### config.mk
export PLATFORM = sky130hd
export DESIGN_NAME = i2c_codec_target
export DESIGN_NICKNAME = d
export VERILOG_FILES = /design/src/rtl/i2c_codec_target.sv
export SDC_FILE = /design/constraint.sdc
export NUM_CORES = 1
export LEC_CHECK = 0
export CORE_ASPECT_RATIO = 1.5
export CORE_UTILIZATION = 55
export DETAILED_ROUTE_END_ITERATION = 10
export PLACE_DENSITY_LB_ADDON = 0.05
export SYNTH_ARGS = -nofsm -noshare
export SYNTH_HDL_FRONTEND = slang
export SYNTH_SLANG_ARGS = --single-unit
### constraint.sdc
create_clock -name i_clk -period 2.1 [get_ports i_clk]
set_input_delay 0.21 -clock i_clk [delete_from_list [all_inputs] [get_ports i_clk]]
set_output_delay 0.21 -clock i_clk [all_outputs]
set_load 0.03 [all_outputs]
### src/rtl/i2c_codec_target.sv
// Write-only I2C target for 3-byte codec configuration frames: {dev,W}, {reg[6:0],d[8]}, d[7:0].
// Optional macro I2C_CODEC_TARGET_GLITCH_FILTER_EN adds a 3-sample majority filter on SCL/SDA.
module i2c_codec_target #(
   parameter logic [6:0] DEV_ADDR    = 7'h1A,
   parameter int         SYNC_STAGES = 2
) (
   input  logic       i_clk,
   input  logic       i_rst,
   input  logic       i_sclk,
   input  logic       i_sdat,
   output logic       o_sdat,
   output logic       o_oen,
   output logic       o_busy,
   output logic       o_wr_valid,
   output logic [6:0] o_wr_addr,
   output logic [8:0] o_wr_data,
   output logic       o_err
);

   typedef enum logic [3:0] {
      ST_IDLE,
      ST_ADDR,
      ST_ACK_A,
      ST_BYTE1,
      ST_ACK_1,
      ST_BYTE2,
      ST_ACK_2,
      ST_EXTRA,
      ST_IGNORE
   } state_t;

   logic [SYNC_STAGES-1:0] scl_sync, sda_sync;
   logic                   scl_s, sda_s;
   logic                   scl_c, sda_c;
   logic                   scl_p, sda_p;

   // NOTE: synchronisers reset to the idle bus level (high) so leaving reset never fakes an edge.
   always_ff @(posedge i_clk) begin
      if (i_rst) begin
         scl_sync <= '1;
         sda_sync <= '1;
      end else begin
         scl_sync <= {scl_sync[SYNC_STAGES-2:0], i_sclk};
         sda_sync <= {sda_sync[SYNC_STAGES-2:0], i_sdat};
      end
   end

   assign scl_s = scl_sync[SYNC_STAGES-1];
   assign sda_s = sda_sync[SYNC_STAGES-1];

`ifdef I2C_CODEC_TARGET_GLITCH_FILTER_EN
   logic [1:0] scl_hist, sda_hist;
   logic       scl_flt, sda_flt;

   function automatic logic maj3(input logic a, input logic b, input logic c);
      return (a & b) | (a & c) | (b & c);
   endfunction

   always_ff @(posedge i_clk) begin
      if (i_rst) begin
         scl_hist <= 2'b11;
         sda_hist <= 2'b11;
         scl_flt  <= 1'b1;
         sda_flt  <= 1'b1;
      end else begin
         scl_hist <= {scl_hist[0], scl_s};
         sda_hist <= {sda_hist[0], sda_s};
         scl_flt  <= maj3(scl_s, scl_hist[0], scl_hist[1]);
         sda_flt  <= maj3(sda_s, sda_hist[0], sda_hist[1]);
      end
   end

   assign scl_c = scl_flt;
   assign sda_c = sda_flt;
`else
   assign scl_c = scl_s;
   assign sda_c = sda_s;
`endif

   always_ff @(posedge i_clk) begin
      if (i_rst) begin
         scl_p <= 1'b1;
         sda_p <= 1'b1;
      end else begin
         scl_p <= scl_c;
         sda_p <= sda_c;
      end
   end

   logic start_det, stop_det, scl_rise, scl_fall;

   assign start_det = scl_c & scl_p & sda_p & ~sda_c;
   assign stop_det  = scl_c & scl_p & ~sda_p & sda_c;
   assign scl_rise  = scl_c & ~scl_p;
   assign scl_fall  = ~scl_c & scl_p;

   state_t     state_q, state_d;
   logic [3:0] cnt_q, cnt_d;
   logic [6:0] shreg_q, shreg_d;
   logic [6:0] reg_q, reg_d;
   logic       d8_q, d8_d;
   logic       oen_q, oen_d;
   logic       busy_q, busy_d;
   logic       wr_valid_q, wr_valid_d;
   logic       err_q, err_d;
   logic [6:0] wr_addr_q, wr_addr_d;
   logic [8:0] wr_data_q, wr_data_d;
   logic [7:0] byte_in;
   logic       last_bit;

   always_ff @(posedge i_clk) begin
      if (i_rst) begin
         state_q    <= ST_IDLE;
         cnt_q      <= '0;
         shreg_q    <= '0;
         reg_q      <= '0;
         d8_q       <= 1'b0;
         oen_q      <= 1'b0;
         busy_q     <= 1'b0;
         wr_valid_q <= 1'b0;
         err_q      <= 1'b0;
         wr_addr_q  <= '0;
         wr_data_q  <= '0;
      end else begin
         state_q    <= state_d;
         cnt_q      <= cnt_d;
         shreg_q    <= shreg_d;
         reg_q      <= reg_d;
         d8_q       <= d8_d;
         oen_q      <= oen_d;
         busy_q     <= busy_d;
         wr_valid_q <= wr_valid_d;
         err_q      <= err_d;
         wr_addr_q  <= wr_addr_d;
         wr_data_q  <= wr_data_d;
      end
   end

   assign byte_in  = {shreg_q, sda_c};
   assign last_bit = (cnt_q == 4'd7);

   // NOTE: every output of this block is defaulted first, so no path can infer a latch.
   always_comb begin
      state_d    = state_q;
      cnt_d      = cnt_q;
      shreg_d    = shreg_q;
      reg_d      = reg_q;
      d8_d       = d8_q;
      oen_d      = oen_q;
      busy_d     = busy_q;
      wr_valid_d = 1'b0;
      err_d      = 1'b0;
      wr_addr_d  = wr_addr_q;
      wr_data_d  = wr_data_q;

      if (start_det) begin
         state_d = ST_ADDR;
         cnt_d   = '0;
         shreg_d = '0;
         oen_d   = 1'b0;
         busy_d  = 1'b1;
      end else if (stop_det) begin
         // A frame that delivered its register byte but not its data byte is reported.
         err_d   = (state_q == ST_ACK_1) || (state_q == ST_BYTE2);
         state_d = ST_IDLE;
         cnt_d   = '0;
         oen_d   = 1'b0;
         busy_d  = 1'b0;
      end else begin
         case (state_q)
            ST_IDLE, ST_IGNORE: ;
            ST_ADDR: begin
               if (scl_rise) begin
                  shreg_d = byte_in[6:0];
                  cnt_d   = cnt_q + 4'd1;
                  if (last_bit) begin
                     cnt_d   = '0;
                     state_d = (byte_in == {DEV_ADDR, 1'b0}) ? ST_ACK_A : ST_IGNORE;
                  end
               end
            end
            ST_BYTE1: begin
               if (scl_rise) begin
                  shreg_d = byte_in[6:0];
                  cnt_d   = cnt_q + 4'd1;
                  if (last_bit) begin
                     cnt_d   = '0;
                     reg_d   = byte_in[7:1];
                     d8_d    = byte_in[0];
                     state_d = ST_ACK_1;
                  end
               end
            end
            ST_BYTE2: begin
               if (scl_rise) begin
                  shreg_d = byte_in[6:0];
                  cnt_d   = cnt_q + 4'd1;
                  if (last_bit) begin
                     cnt_d      = '0;
                     wr_addr_d  = reg_q;
                     wr_data_d  = {d8_q, byte_in};
                     wr_valid_d = 1'b1;
                     state_d    = ST_ACK_2;
                  end
               end
            end
            ST_ACK_A, ST_ACK_1, ST_ACK_2: begin
               // First fall drives ACK for the 9th clock, the second fall releases it.
               if (scl_fall) begin
                  if (!oen_q) begin
                     oen_d = 1'b1;
                  end else begin
                     oen_d   = 1'b0;
                     cnt_d   = '0;
                     shreg_d = '0;
                     case (state_q)
                        ST_ACK_A: state_d = ST_BYTE1;
                        ST_ACK_1: state_d = ST_BYTE2;
                        default:  state_d = ST_EXTRA;
                     endcase
                  end
               end
            end
            ST_EXTRA: begin
               // Counts 8 data clocks plus the NACK clock of each surplus byte.
               if (scl_rise) begin
                  err_d = last_bit;
                  cnt_d = (cnt_q == 4'd8) ? 4'd0 : cnt_q + 4'd1;
               end
            end
            default: state_d = ST_IDLE;
         endcase
      end
   end

   assign o_sdat     = 1'b0;
   assign o_oen      = oen_q;
   assign o_busy     = busy_q;
   assign o_wr_valid = wr_valid_q;
   assign o_wr_addr  = wr_addr_q;
   assign o_wr_data  = wr_data_q;
   assign o_err      = err_q;

endmodule

==> out/results.ini <==
[outcome]
outcome = completed

[placed_design]
pre_cts_slack_ns = 0.290
hpwl_um = 3140
port_buffers = 23
gp_congestion = 0.969
placed_area_um2 = 2360

[die]
ios = 25
die_area_um2 = 4170
initial_core_util_pct = 57.8
coreArea_um2 = 3720
fp.dieW_um = 53.0
die_height_um = 78.6
std_cell_rows = 27

[cts]
cts_resized = 0
cts.sinks = 49
clockBufferDepth = 2
path_clk_slew_ns = 0.09
cts_buffers = 5
clockRootBuffer = clkbuf_8
postCtsSetupRepairBufs = 0
postCtsHoldBufs = 0
clk_latency_ns = 0.30
cts_tree = built
ctsHtreeMaxLevel = 2

[cells_and_area]
diodes = 0
drive_above_1_share_pct = 8.91
design_area_um2 = 2480
final_cell_mix = dfxtp_1, nor2_1, mux2i_1
area_growth_pct = 15.3
final_common_cell = dfxtp_1
fillerInstances = 304
nNetsFinal = 252

[critical_path]
critPathCaptureType = register
cp_max_fo = 17
reg2reg_depth = 4
cp.arrival_ns = 2.01
worstSetupPathType = reg -> reg
cp.required_ns = 2.29
start_kind = register

[synthesis]
ys_types = 50
ys_ff_latch = 49
synth-main-ff-cell = dfxtp_1
syn_nets = 234
yosys_warnings = 0
syn_inst = 228
async_reset_ff_share_pct = 0
synth_edf_count = 0
avgSynthCellArea_um2 = 9.43
seq_area_frac_synth_pct = 45.6
synth_area_um2 = 2150

[grt]
grt_max_degree = 31
grtUsageTotal_pct = 22.7
grt_overflow_total = 0
grt_pass1_wl_um = 7070
antenna_found_initial = 0
grt_pass1_vias = 1631

[detailed_routing]
antenna_left = 0
via_per_inst = 5.94
route.detailed.drc = 0
vias = 1722
wirelength_um = 4310
dr.pass1.iters = 4
first_iter_violations = 47
routedWlPerCell_um = 14.9

[sta]
fmax_ghz = 0.547
fin_ws_ns = 0.272
slew-limit-headroom_pct = 65.6
clock_skew_ns = 0.00675
rsz0062_at_grt = false
slew_violations = 0
fin_crit_sh_pct = 87.1
max_slew.worst_pin.slew_ns = 0.509
setup_tns_ns = 0
period_needed_ns = 1.83
whs_ns = 0.417
finalHoldViolations = 0
setup_viol = 0

[worst_hold_path]
min_path_type = reg -> reg
hold_depth = 1

[power_and_ir_drop]
leakagePower_nw = 1.11
finalPower_mw = 1.68
irDropWorstVdd_mv = 0.550
power_density_nw_per_um2 = 679

[job]
drv_cap = 0

## cell usage after synthesis, drive strengths merged, types with 2 or more instances
cell,instances,area share [%]
nand2,17,3.0
inv,7,1.2
and3,3,0.87
o2111ai,3,1.2
nand4b,2,1.5
o211ai,2,0.70
nor4bb,2,0.93
ha,2,1.2
mux2i,24,11
dfxtp,49,46
a31oi,2,0.58
o31ai,2,0.70
clkbuf,4,0.70
nand3,13,3.0
nand3b,2,0.70
o21ai,3,0.70
nor4b,2,0.82
buf,13,4.2
and3b,4,1.6
a21oi,15,3.5
or2,5,1.5
nor2,30,5.4
## logic make-up after synthesis
kind of cell	after synthesis	share of synthesized area, %
buf+inv	24	6.17
mux	24	11.2
flops	49	45.6
xor+xnor	2	0.815
simple gates	87	21.8
fa+ha+maj	2	1.16
other cells	1	0.174
compound gates	39	13.0
## layer usage
metal	GRT usage, %	up-vias	share of wire [%]
met1	25.2	817	42
met5	0	-	0
met3	5.04	13	3.5
met2	39.2	49	52
met4	10.5	0	2.6
li1	-	843	-
## per-stage QoR
step	std cells	util, %
6_report	290	66.7
5_1_grt	290	66.7
4_1_cts	290	66.7
3_5_place_dp	282	63.6
3_3_place_gp	282	63.6
2_1_floorplan	228	-
## critical path, cell delays in order (launching register included)
cell      delay, ns
dfxtp_1        0.51
and4bb_1       0.46
nand4b_4       0.41
mux2i_1        0.28
nor2_1         0.05
## flip-flops by register name, indices dropped and copies added (netlist names), 2 cells and up
register   count
o_wr_data      9
o_wr_addr      7
reg_q          7
shreg_q        7
cnt_q          4
state_q        4
scl_sync       2
sda_sync       2
## worst paths after layout
| check | startpoint | end | slack, ns |
|---|---|---|---|
| setup / recovery | state_q[0] | o_wr_addr[6] | 0.27 |
| hold / removal | scl_sync[0] | scl_sync[1] | 0.42 |
| setup reg to reg | state_q[0] | o_wr_addr[6] | 0.27 |
| hold reg to reg | scl_sync[0] | scl_sync[1] | 0.42 |
## cell type report
type | instances | area [µm²] | area share (%)
tap | 43 | 53.8 | 2.17
clock inverter | 3 | 43.8 | 1.77
clock buffer | 5 | 68.8 | 2.78
inverter | 7 | 26.3 | 1.06
timing repair buffer | 28 | 268 | 10.8
sequential | 49 | 981 | 39.6
multi-input combinational | 155 | 1040 | 41.8
## power by group
part           total [mW]  internal, mW  switching (mW)
logic              0.0685        0.0266          0.0419
registers           0.944         0.936         0.00831
clock network       0.671         0.357           0.314
total                1.68          1.32           0.364
(Power assumes the default switching activity.)
